[config.mk]
export PLATFORM = sky130hd
export DESIGN_NAME = tpu_host_ctrl
export DESIGN_NICKNAME = d
export VERILOG_FILES = /design/src/rtl/tpu_host_ctrl_pkg.sv /design/src/rtl/tpu_host_capture.sv /design/src/rtl/tpu_host_ctrl.sv
export SDC_FILE = /design/constraint.sdc
export NUM_CORES = 1
export LEC_CHECK = 0
export ABC_AREA = 1
export CORE_AREA = 2 2 616 618
export DETAILED_ROUTE_END_ITERATION = 10
export DIE_AREA = 0 0 618 620
export PLACE_DENSITY = 0.33
export SETUP_SLACK_MARGIN = 0.1
export SLEW_MARGIN = 20
export SYNTH_ARGS = -nofsm -noshare
export SYNTH_HDL_FRONTEND = slang
export SYNTH_SLANG_ARGS = --single-unit
[constraint.sdc]
create_clock -name clk -period 1.7 [get_ports clk]
set_input_delay 0.51 -clock clk [delete_from_list [all_inputs] [get_ports clk]]
set_output_delay 0.51 -clock clk [all_outputs]
set_load 0.05 [all_outputs]
[src/rtl/tpu_host_ctrl_pkg.sv]
// tpu_host_ctrl_pkg: shared sizes and sequencer state encoding for the host controller
package tpu_host_ctrl_pkg;
  localparam int WORD_SIZE = 256;
  localparam int ROWS = 32;
  localparam int ADDR_W = 5;
  typedef enum logic [2:0] {S_IDLE, S_FETCH, S_DRAIN, S_WAIT, S_CAPTURE, S_DONE} state_t;
endpackage

[src/rtl/tpu_host_capture.sv]
// tpu_host_capture: result beat counter and registered result-memory write port
module tpu_host_capture #(
  parameter int WORD_SIZE = tpu_host_ctrl_pkg::WORD_SIZE,
  parameter int ROWS = tpu_host_ctrl_pkg::ROWS,
  parameter int ADDR_W = tpu_host_ctrl_pkg::ADDR_W
) (
  input  logic                 clk,
  input  logic                 rst,
  input  logic                 clr,
  input  logic                 en,
  input  logic                 out_valid,
  input  logic [WORD_SIZE-1:0] gbuff_out,
  output logic                 dst_wr_en,
  output logic [ADDR_W-1:0]    dst_addr,
  output logic [WORD_SIZE-1:0] dst_data,
  output logic                 full
);
  localparam logic [ADDR_W:0] ROWS_C = (ADDR_W + 1)'(ROWS);
  logic [ADDR_W:0] cnt;
  logic wr;
  assign full = cnt == ROWS_C;
  assign wr = en && out_valid && !full;
  always_ff @(posedge clk) begin
    if (rst || clr) begin
      cnt <= '0;
      dst_wr_en <= 1'b0;
      dst_addr <= '0;
      dst_data <= '0;
    end else begin
      dst_wr_en <= wr;
      dst_addr <= wr ? cnt[ADDR_W-1:0] : '0;
      dst_data <= wr ? gbuff_out : '0;
      cnt <= wr ? cnt + 1'b1 : cnt;
    end
  end
endmodule

[src/rtl/tpu_host_ctrl.sv]
// tpu_host_ctrl: host fetch/transmit/capture sequencer; TPU_HOST_TIMEOUT_EN adds a watchdog
module tpu_host_ctrl #(
  parameter int WORD_SIZE = tpu_host_ctrl_pkg::WORD_SIZE,
  parameter int ROWS = tpu_host_ctrl_pkg::ROWS,
  parameter int ADDR_W = tpu_host_ctrl_pkg::ADDR_W,
  parameter int TIMEOUT_CYCLES = 1024
) (
  input  logic                 clk,
  input  logic                 rst,
  input  logic                 start,
  input  logic [4:0]           cfg_m,
  input  logic [4:0]           cfg_n,
  input  logic [4:0]           cfg_k,
  output logic                 busy,
  output logic                 done,
  output logic                 timeout,
  output logic                 src_rd_en,
  output logic [ADDR_W-1:0]    src_addr,
  input  logic [WORD_SIZE-1:0] src_a,
  input  logic [WORD_SIZE-1:0] src_b,
  output logic                 in_valid,
  output logic [WORD_SIZE-1:0] gbuff_a,
  output logic [WORD_SIZE-1:0] gbuff_b,
  output logic [4:0]           m,
  output logic [4:0]           n,
  output logic [4:0]           k,
  input  logic                 out_valid,
  input  logic [WORD_SIZE-1:0] gbuff_out,
  output logic                 dst_wr_en,
  output logic [ADDR_W-1:0]    dst_addr,
  output logic [WORD_SIZE-1:0] dst_data
);
  import tpu_host_ctrl_pkg::*;
  localparam logic [ADDR_W:0] ROWS_C = (ADDR_W + 1)'(ROWS);
  state_t state;
  logic [ADDR_W:0] rd_cnt;
  logic src_vld;
  logic full;
  always_ff @(posedge clk) begin
    if (rst) begin
      src_vld <= 1'b0;
      in_valid <= 1'b0;
      gbuff_a <= '0;
      gbuff_b <= '0;
    end else begin
      src_vld <= src_rd_en;
      in_valid <= src_vld;
      gbuff_a <= src_vld ? src_a : '0;
      gbuff_b <= src_vld ? src_b : '0;
    end
  end
`ifdef TPU_HOST_TIMEOUT_EN
  localparam int WD_W = $clog2(TIMEOUT_CYCLES + 1);
  logic [WD_W-1:0] wd;
`else
  assign timeout = TIMEOUT_CYCLES < 0;
`endif
  always_ff @(posedge clk) begin
    if (rst) begin
      state <= S_IDLE;
      busy <= 1'b0;
      done <= 1'b0;
      src_rd_en <= 1'b0;
      src_addr <= '0;
      rd_cnt <= '0;
      m <= '0;
      n <= '0;
      k <= '0;
`ifdef TPU_HOST_TIMEOUT_EN
      timeout <= 1'b0;
      wd <= '0;
`endif
    end else begin
      done <= 1'b0;
      case (state)
        S_IDLE: if (start) begin
          state <= S_FETCH;
          busy <= 1'b1;
          src_rd_en <= 1'b1;
          src_addr <= '0;
          rd_cnt <= (ADDR_W + 1)'(1);
          m <= cfg_m;
          n <= cfg_n;
          k <= cfg_k;
        end
        S_FETCH: if (rd_cnt == ROWS_C) begin
          state <= S_DRAIN;
          src_rd_en <= 1'b0;
          src_addr <= '0;
        end else begin
          src_addr <= rd_cnt[ADDR_W-1:0];
          rd_cnt <= rd_cnt + 1'b1;
        end
        // the last beat is on the wire when in_valid is high with nothing behind it
        S_DRAIN: if (in_valid && !src_vld) state <= S_WAIT;
        S_WAIT: if (out_valid) state <= S_CAPTURE;
        S_CAPTURE: if (full) begin
          state <= S_DONE;
          done <= 1'b1;
          busy <= 1'b0;
          m <= '0;
          n <= '0;
          k <= '0;
        end
        default: state <= S_IDLE;
      endcase
`ifdef TPU_HOST_TIMEOUT_EN
      timeout <= 1'b0;
      if ((state == S_WAIT || state == S_CAPTURE) && !full) begin
        if (out_valid) wd <= '0;
        else if (wd == WD_W'(TIMEOUT_CYCLES - 1)) begin
          timeout <= 1'b1;
          state <= S_IDLE;
          busy <= 1'b0;
          m <= '0;
          n <= '0;
          k <= '0;
          wd <= '0;
        end else wd <= wd + 1'b1;
      end else wd <= '0;
`endif
    end
  end
  tpu_host_capture #(.WORD_SIZE(WORD_SIZE), .ROWS(ROWS), .ADDR_W(ADDR_W)) u_capture (
    .clk(clk),
    .rst(rst),
    .clr(state == S_IDLE),
    .en(state == S_WAIT || state == S_CAPTURE),
    .out_valid(out_valid),
    .gbuff_out(gbuff_out),
    .dst_wr_en(dst_wr_en),
    .dst_addr(dst_addr),
    .dst_data(dst_data),
    .full(full)
  );
endmodule

# ---- Yosys cells after proc, flatten, opt, wreduce, memory -nomap -nowiden
# Index checks and enable logic that the tools add are counted.
dict set report word_totals {
  word_cells 77
  register_bits 814
  out_inout_bits 799
}
dict set report op_classes {
  bitwise_logic 3
  eq_ne 12
  add_sub_neg 2
  n_mux 25
  n_reduce_logical 18
}
# operator n
set ops {}
lappend ops {{$pmux 5 s2} 4}
lappend ops {{$mux 5} 6}
lappend ops {{$mux 3} 5}
lappend ops {{$pmux 3 s5} 1}
lappend ops {{$add 6x1->6 const B} 2}
lappend ops {{$eq 6x6->1 const B} 2}
lappend ops {{$mux 6} 2}
lappend ops {{$pmux 6 s2} 1}
lappend ops {{$ne 2x2->1 const B} 5}
lappend ops {{$reduce_and 3->1} 3}
lappend ops {{$eq 3x2->1 const B} 2}
lappend ops {{$reduce_or 2->1} 3}
lappend ops {{$reduce_and 5->1} 1}
lappend ops {{$mux 1} 4}
lappend ops {{$pmux 1 s2} 2}
lappend ops {{$reduce_bool 2->1} 2}
lappend ops {{$eq 3x1->1 const B} 1}
lappend ops {{$eq 3x3->1 const B} 1}
lappend ops {{$logic_and 1x1->1} 3}
lappend ops {{$logic_not 3->1} 1}
lappend ops {{$not 1->1} 3}
lappend ops {{$logic_not 1->1} 2}
lappend ops {{$logic_or 1x1->1} 2}
lappend ops {{$ne 2x1->1 const B} 1}
lappend ops {{$reduce_and 2->1} 1}

# ---- Logic depth before layout (Yosys ltp)
# Gate-level depths: netlist (run 1).
dict set report depth {
  word_depth 6
  mapped_depth 9
}

# ---- Cells and area by module
# A second synthesis (run 1) with hierarchy kept.
dict set report unflattened {
  hier_cells 2662
  area_unflattened_um2 24063.1
}
# mod cells_per_inst seq_area_each_um2 area_per_inst_um2 instances
set by_module_without_submodules {}
lappend by_module_without_submodules {tpu_host_ctrl 1796 10930.5 16134.2 1}
lappend by_module_without_submodules {tpu_host_capture 866 5365.1 7928.9 1}

# ---- Worst setup path after synthesis (run 1)
# No wires, ideal clock.
dict set report synth_path {
  path_kind {reg2reg}
  start {register u_capture.cnt[0]}
  end {register u_capture.dst_data[176]}
  synth_period_minus_slack_ns 1.583
  slack_ns 0.117
  required_time_ns 1.639
  t_arrival_ns 1.522
  stages_incl_launch_ff 10
  cell_sequence {dfxtp_1 -> inv_1 -> ha_1 -> nand3_1 -> nand3_4 -> inv_4 -> nand2_4 -> buf_8 -> buf_12 -> nor2_4}
}
dict set report synth_between {
  elab_chain_len 5
}
# item line
set synth_rtl {}
lappend synth_rtl {{start, declared} tpu_host_capture.sv:19} ;# logic [ADDR_W:0] cnt;
lappend synth_rtl {{start signal, assigned} tpu_host_capture.sv:33} ;# cnt <= wr ? cnt + 1'b1 : cnt;
lappend synth_rtl {{$eq 6x6->1} tpu_host_capture.sv:21} ;# assign full = cnt == ROWS_C;
lappend synth_rtl {{$logic_not 1->1} tpu_host_capture.sv:22} ;# assign wr = en && out_valid && !full;
lappend synth_rtl {{$logic_and 1x1->1} tpu_host_capture.sv:22}
lappend synth_rtl {{$not 1->1 (no source line)} n/a}
lappend synth_rtl {{$reduce_or 2->1 (no source line)} n/a}
lappend synth_rtl {{end signal, assigned} tpu_host_capture.sv:32} ;# dst_data <= wr ? gbuff_out : '0;
lappend synth_rtl {{end, declared} tpu_host_capture.sv:15} ;# output logic [WORD_SIZE-1:0] dst_data,
# Every way passes these cells.
# A chain may end at the register's enable or synchronous reset.

# ---- Worst setup path in the final report (run 1)
dict set report layout_path {
  start {register u_capture.dst_data[179]}
  end {output port dst_data[179]}
}
# item line
set layout_lines {}
lappend layout_lines {{end, declared} tpu_host_ctrl.sv:31} ;# output logic [WORD_SIZE-1:0] dst_data
# No word-level cell between the ends.

==> metrics.log, run 1 <==
INFO  metric gr-usage-met3 = 0.0826
INFO  metric die_area = 383000 sq um
INFO  metric timing.critical_path.cells = buf_12
INFO  metric areaGrowthSynthToFinish = 149%
INFO  metric synthArstFlopShare = 0
INFO  metric grt.met1_usage = 0.148
INFO  metric post_synthesis_share_of_cell_area_spent_on_and_or_nand_and_nor_gates = 0.192
INFO  metric port_buffers = 1584
INFO  metric dp.final_hpwl = 242000 um
INFO  metric synth_enable_flop_cells = 0
INFO  metric num_rows = 226
INFO  metric initial_utilization = 0.0664
INFO  metric grt_overflow = 0
INFO  metric synth-adder-area-share = 0.00200
INFO  metric worst_slack = -0.264 ns
INFO  metric synth_top_family_by_area = simple AND/OR/NAND/NOR gates
INFO  metric number_of_antenna_violations_at_the_first_check_in_global_routing = 303
INFO  metric cts_made_buffers = 120
INFO  metric netlist_instances = 2655
INFO  metric route.vias.total = 24278
INFO  metric status = finished with violations
INFO  metric p_leak = 26.1 nW
INFO  metric timing.critical_path.slowest_stage_cell = dfxtp_4
INFO  metric setup_viol = 927
INFO  metric cp_max_fo = 1
INFO  metric core_area = 377000 sq um
INFO  metric syn-cell-area = 25100 sq um
INFO  metric ys_seq_elements = 814
INFO  metric cts-htree-levels = 3
INFO  metric pre_cts_slack = -0.414 ns
INFO  metric clkSlewWorstSetupHoldPaths = 0.06 ns
INFO  metric routed_wire_length_per_instance = 28.1 um
INFO  metric combined_area_of_the_multi_input_logic_cells = 5360 sq um
INFO  metric most_frequently_used_cell_type_in_the_post_synthesis_netlist = dfxtp_1
INFO  metric setup_clock_skew_after_layout = 0.0716 ns
INFO  metric post-route-period-util = 1.16
INFO  metric first_global_vias = 25552
INFO  metric clock.fmax = 509 MHz
INFO  metric synth_top_cells_by_area = dfxtp_1, inv_1, nor2_1, nor2_4, buf_12
INFO  metric design.portCount = 1586
INFO  metric layout-drive-gt1-share = 0.488
INFO  metric cts_buffer_depth = 4
INFO  metric synth_compound_area_frac = 0.00794
INFO  metric final_max_slew_violation_count = 0
INFO  metric tritoncts = yes
INFO  metric antenna_violating_nets_post_route = 0
INFO  metric clock_insertion_delay_worst_skew = 0.88 ns
INFO  metric syn_avg_cell_area = 9.44 sq um
INFO  metric min-delay-path-class = in2reg
INFO  metric gp_routability_congestion = 0.856
INFO  metric post_synth_num_cell_types = 27
INFO  metric max_cap_violations = 0
INFO  metric vias_per_cell = 2.53
INFO  metric cts.sink_count = 814
INFO  metric yosys_warnings = 0
INFO  metric sequential_cell_area = 17600 sq um
INFO  metric worstSetupStartpointType = flip-flop
INFO  metric sequential_share_of_the_synthesized_area = 0.650
INFO  metric route.detailed.drc = 0
INFO  metric cpPeakStageDelay = 0.41 ns
INFO  metric finalHoldViolations = 0
INFO  metric postRouteWirelength = 270000 um
INFO  metric period_needed = 1.96 ns
INFO  metric timing.max_slew.rel_slack = 0.576
INFO  metric worstPathBufferInverterCount = 1
INFO  metric violated_checks = setup timing
INFO  metric synth_top_area_frac = 0.650
INFO  metric die_width = 618 um
INFO  metric groute.usage.overall = 0.136
INFO  metric global_route.peak_usage_layer = met2
INFO  metric syn-num-nets = 3446
INFO  metric count_of_routing_violations_after_the_opening_detailed_route_iteration = 881
INFO  metric cpLargestDelayFamily = flip-flops
INFO  metric post-place-cells = 9293
INFO  metric synth_area_leader_cell = dfxtp_1
INFO  metric power_per_cell_area = 1010 nW/um^2
INFO  metric total_power_after_layout = 63.4 mW
INFO  metric highest_ir_drop_seen_on_vdd = 815 uV
INFO  metric largest_net_degree_at_the_start_of_global_routing = 77
INFO  metric tightestPinTransition = 0.637 ns
INFO  metric endpoint_kind = output port
INFO  metric fin_nets = 5230
INFO  metric synth_flop_type = dfxtp_1
INFO  metric timing_worst_setup_path_type = reg2out
INFO  metric cp_data_required_time = 1.19 ns
INFO  metric wire_length_of_the_first_global_routing_pass = 325000 um
INFO  metric final_core_utilization = 0.166
INFO  metric drtPass1Iterations = 6
INFO  metric muxShareOfSynthArea = 0
INFO  metric critPathArrivalTime = 1.45 ns
INFO  metric synth-xor-area-share = 0.00105
INFO  metric synthTopCellsByCount = dfxtp_1, inv_1, nor2_1
INFO  metric grt_setup_unrepaired = yes
INFO  metric die_y = 620 um
INFO  metric layoutNonFillerInstCount = 9602
INFO  metric clk_root_buffer_cell = clkbuf_16
INFO  metric n_fill_cell = 41863
INFO  metric global_route_track_usage_on_met2 = 0.225
kinds of logic after synthesis:
| group | count (synthesis) |
|---|---|
| other | 1 |
| adders and majority gates | 4 |
| and+or+nand+nor | 904 |
| AOI/OAI and AO/OA | 38 |
| buffers and inverters | 891 |
| xor gates and xnor gates | 3 |
| DFF | 814 |
through the flow:
step / hold slack (ns) / TNS, ns / instance area, sq um
2_1_floorplan: 0.425 / 0 / 25100
3_3_place_gp: 0.490 / -109.47 / 55800
3_5_place_dp: 0.492 / -122.26 / 55800
4_1_cts: 0.0226 / -231.92 / 61400
5_1_grt: 0.0747 / -219.02 / 62400
6_report: 0.148 / -132.47 / 62500
final cells by class:
type / count / area share
antenna: 50 / 0.00200
clock buffer: 154 / 0.0532
clock inverter: 65 / 0.0126
inverter: 800 / 0.0484
multi-input combinational: 951 / 0.0858
sequential: 814 / 0.282
tap: 5016 / 0.100
timing repair buffer: 1752 / 0.416
routing by layer:
metal  wire length, um  vias up
met4              5120      200
li1                  -    10960
met2            127000     1249
met5              1270        -
met3             35000      415
met1            102000    11454
sequential cells by signal, summed over array words and instances, names as in the netlist:
register / cells
src_rd_en: 1
u_capture.dst_addr: 5
n: 5
rd_cnt: 6
done: 1
gbuff_a: 256
gbuff_b: 256
state: 3
m: 5
busy: 1
u_capture.dst_wr_en: 1
src_vld: 1
u_capture.dst_data: 256
k: 5
src_addr: 5
u_capture.cnt: 6
in_valid: 1
repair_timing:
| action | CTS | global route |
|---|---|---|
| setup buffers | 8 | 15 |
| pin swaps | 5 | 7 |
| setup endpoints to repair | 1103 | 1203 |
| gates resized for setup | 777 | 275 |
| hold endpoints to repair | 1 | 0 |
| hold buffers | 1 | 0 |
| cloned | 6 | 10 |
cells in the final DEF, fill, tap and decap left out, types with 16 or more instances in the layout:
cell type and instances:
inv_1 792, clkbuf_1 16, nand2_1 73, nor2_1 581, dfxtp_4 118, buf_4 103, a21oi_1 29, clkbuf_8 17
clkdlybuf4s50_1 785, clkbuf_16 129, clkinv_2 18, diode_2 50, dfxtp_2 686, nor2_4 202, nor2_2 20, buf_12 829
where the power goes:
| part | internal [mW] | switching (mW) |
|---|---|---|
| clock | 15.5 | 10.9 |
| combinational | 7.13 | 8.26 |
| sequential | 20.4 | 1.17 |
| total | 43.1 | 20.3 |
worst paths after layout:
check | from | to | slack [ns] | cells past startpoint
max | u_capture.dst_data[179] | dst_data[179] | -0.26 | 1
min | src_a[144] | gbuff_a[144] | 0.15 | 3
max reg2reg | state[1] | u_capture.dst_data[129] | -0.13 | 10
min reg2reg | src_addr[2] | src_addr[2] | 0.48 | 2
(Power assumes the default switching activity.)
==> run 2, diff against run 1 <==
Settings changed: CELL_PAD_IN_SITES_DETAIL_PLACEMENT from default to 0, CELL_PAD_IN_SITES_GLOBAL_PLACEMENT from default to 1, CORE_AREA 2 2 616 618 to 2 2 612 614, DIE_AREA 0 0 618 620 to 0 0 614 616, PLACE_DENSITY 0.33 to 0.38.
Clock period 1.7 ns to 2.34 ns, I/O delays scaled along.
==> run 2 against run 1 <==
Core utilization is 3.0 points lower. Combinational power down 43%. Critical path type unchanged. Sequential share of layout area grew 4.5 points. Count of clock-buffer cells in the layout up 2. Critical path depth stayed put. Clock skew down 0.024 ns. Cell count shrank 1.2%. The flow now finishes without violations. Flip-flop and latch count stayed put. Total power fell by 32%. Non-clock buffer count is 63 lower. First-iteration DRC count grew 19%.
==> metrics.log, run 2 (synthesized netlist as in run 1, its figures left out) <==
INFO  metric tritoncts = yes
INFO  metric critPathArrivalTime = 1.48 ns (+0.03 ns)
INFO  metric cts.sink_count = 814 (unchanged)
INFO  metric first_global_vias = 24902 (-2.5%)
INFO  metric gp_routability_congestion = 0.872 (+1.9%)
INFO  metric setup_viol = 0 (-100%)
INFO  metric cts_buffer_depth = 4 (unchanged)
INFO  metric highest_ir_drop_seen_on_vdd = 705 uV (-14%)
INFO  metric min-delay-path-class = in2reg
INFO  metric clock.fmax = 458 MHz
INFO  metric worst_r2r_startpoint = u_capture.cnt[1]
INFO  metric count_of_routing_violations_after_the_opening_detailed_route_iteration = 1052 (+19%)
INFO  metric design.portCount = 1586 (unchanged)
INFO  metric route.vias.total = 23828 (-1.9%)
INFO  metric layout-drive-gt1-share = 0.306 (-0.182)
INFO  metric worst_slack = 0.154 ns (+0.419 ns)
INFO  metric antenna_violating_nets_post_route = 0 (unchanged)
INFO  metric pre_cts_slack = -0.317 ns (+0.0972 ns)
INFO  metric worst_hold_startpoint = src_b[155]
INFO  metric cts-htree-levels = 3 (unchanged)
INFO  metric initial_utilization = 0.0675 (+0.00105)
INFO  metric dp.final_hpwl = 248000 um (+2.4%)
INFO  metric power_per_cell_area = 857 nW/um^2 (-16%)
INFO  metric die_area = 378000 sq um (-1.3%)
INFO  metric cpPeakStageDelay = 0.44 ns (+0.03 ns)
INFO  metric total_power_after_layout = 43.2 mW (-32%)
INFO  metric most_common_cell_after_layout_fill_and_taps_aside = inv_1
INFO  metric route.detailed.drc = 0 (unchanged)
INFO  metric cp_data_required_time = 1.64 ns (+0.45 ns)
INFO  metric postRouteWirelength = 273000 um (+1.1%)
INFO  metric clkPwrFrac = 0.448 (+0.031)
INFO  metric clk_root_buffer_cell = clkbuf_16
INFO  metric wire_length_of_the_first_global_routing_pass = 328000 um (+1.0%)
INFO  metric clock_insertion_delay_worst_skew = 0.86 ns (-0.02 ns)
INFO  metric grt_overflow = 0 (unchanged)
INFO  metric areaGrowthSynthToFinish = 101%
INFO  metric post-route-period-util = 0.934
INFO  metric final_max_slew_violation_count = 0 (unchanged)
INFO  metric p_sw = 13.8 mW (-32%)
INFO  metric switching_share = 0.320 (about the same)
INFO  metric groute.usage.overall = 0.140 (+0.00419)
INFO  metric finalHoldViolations = 0 (unchanged)
INFO  metric grt_setup_unrepaired = no
INFO  metric p_int = 29.4 mW (-32%)
INFO  metric die_y = 616 um (-0.65%)
INFO  metric vias_per_cell = 2.51 (-0.66%)
INFO  metric p_leak = 23.1 nW (-11%)
INFO  metric setup_clock_skew_after_layout = 0.0480 ns (-0.0236 ns)
INFO  metric num_rows = 224 (-0.88%)
INFO  metric drtPass1Iterations = 4 (-2)
INFO  metric cpLargestDelayFamily = flip-flops
INFO  metric routed_wire_length_per_instance = 28.8 um (+2.3%)
INFO  metric cts_made_buffers = 118 (-1.7%)
INFO  metric period_needed = 2.19 ns
INFO  metric final_cell_mix = inv_1, clkdlybuf4s50_1, dfxtp_1
INFO  metric n_fill_cell = 42367 (+1.2%)
INFO  metric status = complete, no violations
INFO  metric number_of_antenna_violations_at_the_first_check_in_global_routing = 319 (+5.3%)
INFO  metric layoutNonFillerInstCount = 9487 (-1.2%)
INFO  metric timing_worst_setup_path_type = reg2out
INFO  metric fin_nets = 5164 (-1.3%)
INFO  metric core_area = 371000 sq um (-1.6%)
INFO  metric largest_net_degree_at_the_start_of_global_routing = 74 (-3.9%)
INFO  metric largest_registers = gbuff_a x256, gbuff_b x256, u_capture.dst_data x256
INFO  metric worstPathBufferInverterCount = 1 (unchanged)
INFO  metric port_buffers = 1584 (unchanged)
INFO  metric timing.critical_path.slowest_stage_cell = dfxtp_2
INFO  metric combinational_power_share = 0.202 (-0.041)
INFO  metric worstSetupStartpointType = flip-flop
INFO  metric clkSlewWorstSetupHoldPaths = 0.06 ns (about the same)
INFO  metric seq_power_share = 0.350 (+0.010)
INFO  metric endpoint_kind = output port
INFO  metric fin_worst_hold_slack = 0.349 ns (+0.202 ns)
INFO  metric post-place-cells = 9225 (-0.73%)
INFO  metric cp_max_fo = 1 (unchanged)
INFO  metric max_cap_violations = 0 (unchanged)
INFO  metric timing.critical_path.cells = buf_8
INFO  metric die_width = 614 um (-0.65%)
INFO  metric critical_path.startpoint = gbuff_a[80]
run 2: cell count changes in the layout (fill, tap and decap cells not counted), sizes merged, moves of 3 or more:
cell and delta:
diode -6, clkinv -6, inv -3, bufinv +6
clkbuf -5, buf -56
run 2: area by class of cell:
type | count | area [sq um] | share of cell area
diodes | 44 | 110 | 0.00218
clock buffers | 156 | 3280 | 0.0650
multi-input cells | 950 | 5100 | 0.101
repair buffers | 1689 | 15300 | 0.305
well taps | 4972 | 6220 | 0.123
clock inverters | 62 | 886 | 0.0176
flip-flops and latches | 814 | 16500 | 0.326
inverters | 800 | 3010 | 0.0598
run 2: power groups by stage:
| stage | clock network [mW] | registers [mW] | logic, mW |
|---|---|---|---|
| final | 19.4 | 15.1 | 8.71 |
| after global routing | 20.6 | 15.2 | 9.21 |
| after CTS | 20.3 | 15.2 | 8.98 |
| after detailed placement | 0 | 15.4 | 9.02 |
| after global placement | 0 | 15.4 | 9.03 |
| after floorplan | 0 | 18.0 | 1.59 |
run 2: worst paths after layout:
| path | end | slack [ns] | depth (start not counted) |
|---|---|---|---|
| max reg2reg | u_capture.dst_data[211] | 0.31 | 11 |
| max | gbuff_a[80] | 0.15 | 1 |
| min | gbuff_b[155] | 0.35 | 3 |
| min reg2reg | src_vld | 0.45 | 2 |
run 2: through the flow:
step | setup TNS, ns | utilization | cell area (sq um)
floorplan | 0 | - | 25100
global placement | -93.80 | 0.125 | 46300
detailed placement | -111.46 | 0.125 | 46300
CTS | 0 | 0.135 | 50100
global route | 0 | 0.135 | 50300
finish | 0 | 0.136 | 50400
run 2: repair_timing:
item,in CTS,in global routing
hold buffers,0,0
endpoints found under the hold margin,0,0
pin swaps,0,0
resized for setup,1583,131
endpoints found under the setup margin,503,88
setup buffers,0,0
run 2: routing by layer:
layer	vias up	GRT usage	wire [um]
li1	10791	-	-
met1	11146	0.163	109000
met2	1288	0.217	119000
met3	399	0.0872	38800
met4	204	0.0250	5040
met5	-	0	1330
==> patch 1, RTL diff (flow settings as in run 1) <==
Make the reset (`rst`) asynchronous in 2 clocked blocks.
--- a/src/rtl/tpu_host_ctrl.sv
+++ b/src/rtl/tpu_host_ctrl.sv
@@ -36,7 +36,7 @@
   logic [ADDR_W:0] rd_cnt;
   logic src_vld;
   logic full;
-  always_ff @(posedge clk) begin
+  always_ff @(posedge clk or posedge rst) begin
     if (rst) begin
       src_vld <= 1'b0;
       in_valid <= 1'b0;
@@ -55,7 +55,7 @@
 `else
   assign timeout = TIMEOUT_CYCLES < 0;
 `endif
-  always_ff @(posedge clk) begin
+  always_ff @(posedge clk or posedge rst) begin
     if (rst) begin
       state <= S_IDLE;
       busy <= 1'b0;
Behaviour: differs if rst is asserted again (counterexample within 4 cycles, from zero or initial values and one cycle with rst high); with rst held inactive, the same outputs for 4 cycles.
==> patch 1 against run 1 <==
The flow still finishes with violations (setup timing). Critical path type unchanged. Cell area up 2.1%. Total power fell by 6.4%. Sequential cell count did not move. Routed wire length increased by 6.9%. Largest cell class unchanged. Worst setup slack got worse by 0.075 ns. Clock skew decreased by 0.0045 ns. Area after synthesis grew 5.2%. Sequential power decreased by 2%.
==> patch 1: results (changes against run 1) <==
* Outcome: finished, violations left
* Failing checks: setup timing
* Pleak at 29.4 nW (+13%)
* Layout cells sized above 1 at 36.3% (-13 points)
* Synth area leaders: dfrtp_1 (52%), dfxtp_1 (20%), inv_1 (11%)
* Top routing layer in use: met5
* Async set or reset register ratio after synthesis at 67.1% (+67 points)
* Top cells by count, synth: inv_1 (793), nand2_1 (593), dfrtp_1 (546)
* Worst Path Arrival at 1.53 ns (+0.08 ns)
* Wire length per cell at 30.1 µm (+7.1%)
* Nets at 5186 (-0.84%)
* Dpl hpwl at 257000 µm (+6.0%)
* Met3 wire len at 44500 µm (+27%)
* Syn Nets at 3428 (-0.52%)
* Met2 routed WL at 128000 µm (+1.0%)
* First-pass GRT wire length at 351000 µm (+8.0%)
* Pint at 0.0418 W (-2.9%)
* Largest net degree at the start of global routing at 69 (-10%)
* Sequential power at 0.0211 W (-2%)
* Total Routing Usage GR at 14.6% (+1.1 points)
* Setup bufs post-CTS at 25 (+17)
* Pre-antenna DRT Iters at 5 (-1)
* Fill count at 41800 (-0.18%)
* Fin worst setup slack at -0.339 ns (-0.0747 ns)
* Largest regs: gbuff_a: 256 flops, gbuff_b: 256 flops, u_capture.dst_data: 256 flops
* Dpl cells at 9237 (-0.60%)
* Gpl congestion at 0.827 (-3.4%)
* Placed Area at 0.0570 mm² (+2.2%)
* VDD IR-drop max at 0.000818 V (+0.29%)
* Setup-failing EPs final at 972 (+4.9%)
* Clock-net power at 0.0263 W (about the same)
* Max incr delay on CP at 0.47 ns (+0.06 ns)
* Top FF cell, synth: dfrtp_1
* Register area share after synthesis at 72.1% (+7.1 points)
* Post-cts sizing count at 488 (-37%)
* Clock skew at 0.0671 ns (-0.00449 ns)
* Mean Syn Cell Area at 10.0 µm² (+5.9%)
* Routed length on met1 at 107000 µm (+5.8%)
* Worst-path fanout max at 1 (unchanged)
* Vias/cell at 2.63 (+4.2%)
* Starting DRC count in detailed routing at 1143 (+30%)
* Initial antenna violation count at 373 (+23%)
* Vias in the first global route at 27000 (+5.8%)
* Total CTS buffers at 114 (-5.0%)
* Met2 usage at 22.8% (+0.27 points)
* Met1 Use GR at 16.1% (+1.4 points)
* Pre-CTS WS at -0.462 ns (-0.0475 ns)
* DR vias at 25300 (+4.0%)
* Met3 Track Usage GR at 10.3% (+2.0 points)
* CP max-delay cell: dfrtp_2
[patch 1: changes by cell type after synthesis, sizes merged, moves of 2 or more]
cell	change
dfrtp	+546
dfxtp	-546
nor2	-528
nand2	+516
a21oi	-21
nand3	+15
o21ai	+3
inv	-2
nor3	-2
[patch 1: final timing paths]
kind | from | to | slack [ns] | depth (start not counted)
max reg2reg | state[2] | u_capture.dst_data[242] | -0.14 | 11
max in group asynchronous | rst | gbuff_a[89] | 0.84 | 4
min reg2reg | u_capture.cnt[4] | u_capture.cnt[4] | 0.48 | 2
min in group asynchronous | rst | gbuff_b[42] | 0.22 | 3
max | gbuff_b[240] | gbuff_b[240] | -0.34 | 1
min | gbuff_out[57] | u_capture.dst_data[57] | 0.15 | 3
[patch 1: cells by family (layout without fill, tap and decap cells)]
kind of cell | count (synthesis) | after routing | share of synthesized area [%]
other | 1 | 85 | 0.0142
and+or+nand+nor | 906 | 906 | 13.9
AOI/OAI and AO/OA | 21 | 21 | 0.418
buffers and inverters | 888 | 2736 | 13.3
DFF | 814 | 814 | 72.1
adders and majority gates | 4 | 4 | 0.190
xor gates and xnor gates | 3 | 3 | 0.0996
[patch 1: through the flow]
stage / total power, W / setup TNS (ns) / utilization (%)
2_1_floorplan: 0.0250 / -3405.89 / -
3_3_place_gp: 0.0331 / -87.61 / 15.1
3_5_place_dp: 0.0331 / -88.37 / 15.1
4_1_cts: 0.0605 / -263.14 / 16.7
5_1_grt: 0.0615 / -258.76 / 16.9
6_report: 0.0593 / -172.34 / 16.9
[patch 1: area by class of cell]
cell class	count	area share (%)
flip-flops and latches	814	30.7
diodes	84	0.329
clock inverters	52	1.21
multi-input cells	935	7.18
repair inverters	3	0.126
inverters	798	4.74
well taps	5016	9.84
repair buffers	1729	40.8
clock buffers	154	5.10
==> patch 2, RTL diff (settings of run 1) <==
Without the edit above. Add a define of `TPU_HOST_TIMEOUT_EN`.
--- a/src/rtl/tpu_host_ctrl.sv
+++ b/src/rtl/tpu_host_ctrl.sv
@@ -1,4 +1,6 @@
 // tpu_host_ctrl: host fetch/transmit/capture sequencer; TPU_HOST_TIMEOUT_EN adds a watchdog
+`define TPU_HOST_TIMEOUT_EN
+
 module tpu_host_ctrl #(
   parameter int WORD_SIZE = tpu_host_ctrl_pkg::WORD_SIZE,
   parameter int ROWS = tpu_host_ctrl_pkg::ROWS,
Check against the original RTL: same outputs for any inputs over 4 cycles, from zero or initial values and one cycle with rst high; that may be too few to reach the edited logic, so the function may still have changed.
==> patch 2 against run 1 <==
The flow still finishes with violations (setup timing). Clock skew grew 0.028 ns. Area after synthesis is 2.7% lower. Count of clock-buffer cells in the layout up 1. Routed wire length grew 0.32%. Worst setup slack got worse by 0.075 ns. Cell area increased by 1.9%. Sequential cell count increased by 12. Largest cell class unchanged.
Power is not compared: it rests on default switching activity, and its combinational part moved more than twofold at a synthesized area within 25%.
==> patch 2: results (changes against run 1) <==
* Worst Reg2Reg Path Length in Cells at 11 (+1)
* Gpl congestion at 0.838 (-2.1%)
* VDD IR-drop max at 0.000890 V
* Failing checks: setup timing
* Vias/cell at 2.55 (+0.74%)
* Slew @ Worst Pin at 0.435 ns (-0.201 ns)
* Synth unique cells at 26 (-3.7%)
* Total CTS buffers at 119 (-0.83%)
* Setup-failing EPs final at 877 (-5.4%)
* Synth area leaders: dfxtp_1 (68%), inv_1 (12%), nor2_1 (11%)
* DR vias at 24800 (+2.0%)
* CP max-delay cell: dfxtp_2
* Gate count of the mapped netlist at 2726 (+2.7%)
* Starting DRC count in detailed routing at 710 (-19%)
* Register area share after synthesis at 67.8% (+2.8 points)
* Pre-antenna DRT Iters at 5 (-1)
* Nets at 5345 (+2.2%)
* Dpl hpwl at 239000 µm (-1.4%)
* Max incr delay on CP at 0.34 ns (-0.07 ns)
* Initial antenna violation count at 269 (-11%)
* PortBufs at 1585 (+0.063%)
* Dpl cells at 9370 (+0.83%)
* Largest net degree at the start of global routing at 85 (+10%)
* Final WL at 271000 µm (+0.32%)
* Vias in the first global route at 26400 (+3.3%)
* Clock Tree Buf Depth at 4 (unchanged)
* Fin worst setup slack at -0.339 ns (-0.0748 ns)
* First-pass GRT wire length at 328000 µm (+0.94%)
* Hold depth at 3 (unchanged)
* Syn Nets at 3518 (+2.1%)
* Clock skew at 0.0997 ns (+0.0281 ns)
* Clock insertion delay at the later pin of the skew report at 0.91 ns (+0.03 ns)
* Worst Path Arrival at 1.53 ns (+0.08 ns)
* Outcome: finished, violations left
* Setup TNS at -132.01 ns (+0.465 ns)
* Top cells by count, synth: dfxtp_1 (826), inv_1 (801), nor2_1 (729)
* Total Routing Usage GR at 13.7% (+0.12 points)
* Fill count at 41800 (-0.10%)
* Layout cells sized above 1 at 49.5% (+0.76 points)
==> patch 2: changes by cell type in the layout (fill, tap and decap cells not counted), sizes merged, moves of 12 or more <==
cell,delta
and2,+15
diode,+12
buf,+47
dfxtp,+12
nand2,-13
nand3,+27
a21oi,-14
nor2,+30
==> patch 2: cell type report <==
| type | count | area share [%] |
|---|---|---|
| sequential | 826 | 28.0 |
| inverter | 805 | 4.76 |
| antenna | 62 | 0.244 |
| multi-input combinational | 1005 | 8.87 |
| clock buffer | 155 | 5.26 |
| timing repair buffer | 1796 | 41.9 |
| clock inverter | 55 | 1.13 |
| tap | 5016 | 9.86 |
==> patch 2: layer usage <==
layer | GRT usage (%) | share of wire (%)
met5 | 0 | 0.39
met4 | 3.31 | 2.7
met3 | 9.33 | 15
met2 | 24.0 | 49
met1 | 13.0 | 33
==> patch 2: timing repair <==
action | in CTS | in global routing
setup endpoints to repair | 1049 | 1141
pin swaps | 26 | 40
cloned | 25 | 6
gates resized for setup | 1118 | 282
buffers inserted | 48 | 25
endpoints found under the hold margin | 0 | 0
==> patch 2: per-stage QoR <==
step | setup WS, ns | area [µm²]
floorplan | 0.158 | 24400
detailed placement | -0.724 | 55300
global placement | -0.704 | 55300
finish | -0.339 | 63700
CTS | -0.482 | 62400
global route | -0.448 | 63500
==> patch 2: cells by family (layout without fill, tap and decap cells) <==
kind of cell | after synthesis | after routing | synth area share [%]
AOI/OAI and AO/OA | 22 | 22 | 0.467
xor gates and xnor gates | 9 | 9 | 0.323
adders and majority gates | 5 | 5 | 0.256
buffers and inverters | 897 | 2811 | 14.6
DFF | 826 | 826 | 67.8
other | 0 | 62 | 0
and+or+nand+nor | 967 | 969 | 16.6
==> patch 2: worst register-to-register path: stages (launching register included) <==
cell and delay [ns]:
dfxtp_2 0.32, inv_2 0.07, ha_4 0.15, nand2_4 0.06
nor2_4 0.17, nor2_8 0.06, nand2_8 0.12, buf_12 0.16
buf_16 0.16, buf_12 0.16, buf_12 0.16, nor2_2 0.04
==> patch 2: path summary, 6_finish.rpt <==
kind                                       start                       to  slack (ns)
worst max-delay path                gbuff_b[228]             gbuff_b[228]       -0.34
worst min register to register             wd[0]                    wd[0]        0.45
worst min-delay path                    src_b[3]               gbuff_b[3]        0.11
worst max register to register  u_capture.cnt[1]  u_capture.dst_data[152]       -0.09
==> patch 2: power by group through the flow <==
| stage | registers (W) | logic, W | clock network (W) |
|---|---|---|---|
| finish | 0.0199 | 0.00586 | 0.0264 |
| global route | 0.0199 | 0.00619 | 0.0282 |
| CTS | 0.0199 | 0.00591 | 0.0276 |
| detailed placement | 0.0204 | 0.00577 | 0 |
| global placement | 0.0204 | 0.00578 | 0 |
| floorplan | 0.0212 | 0.000673 | 0 |
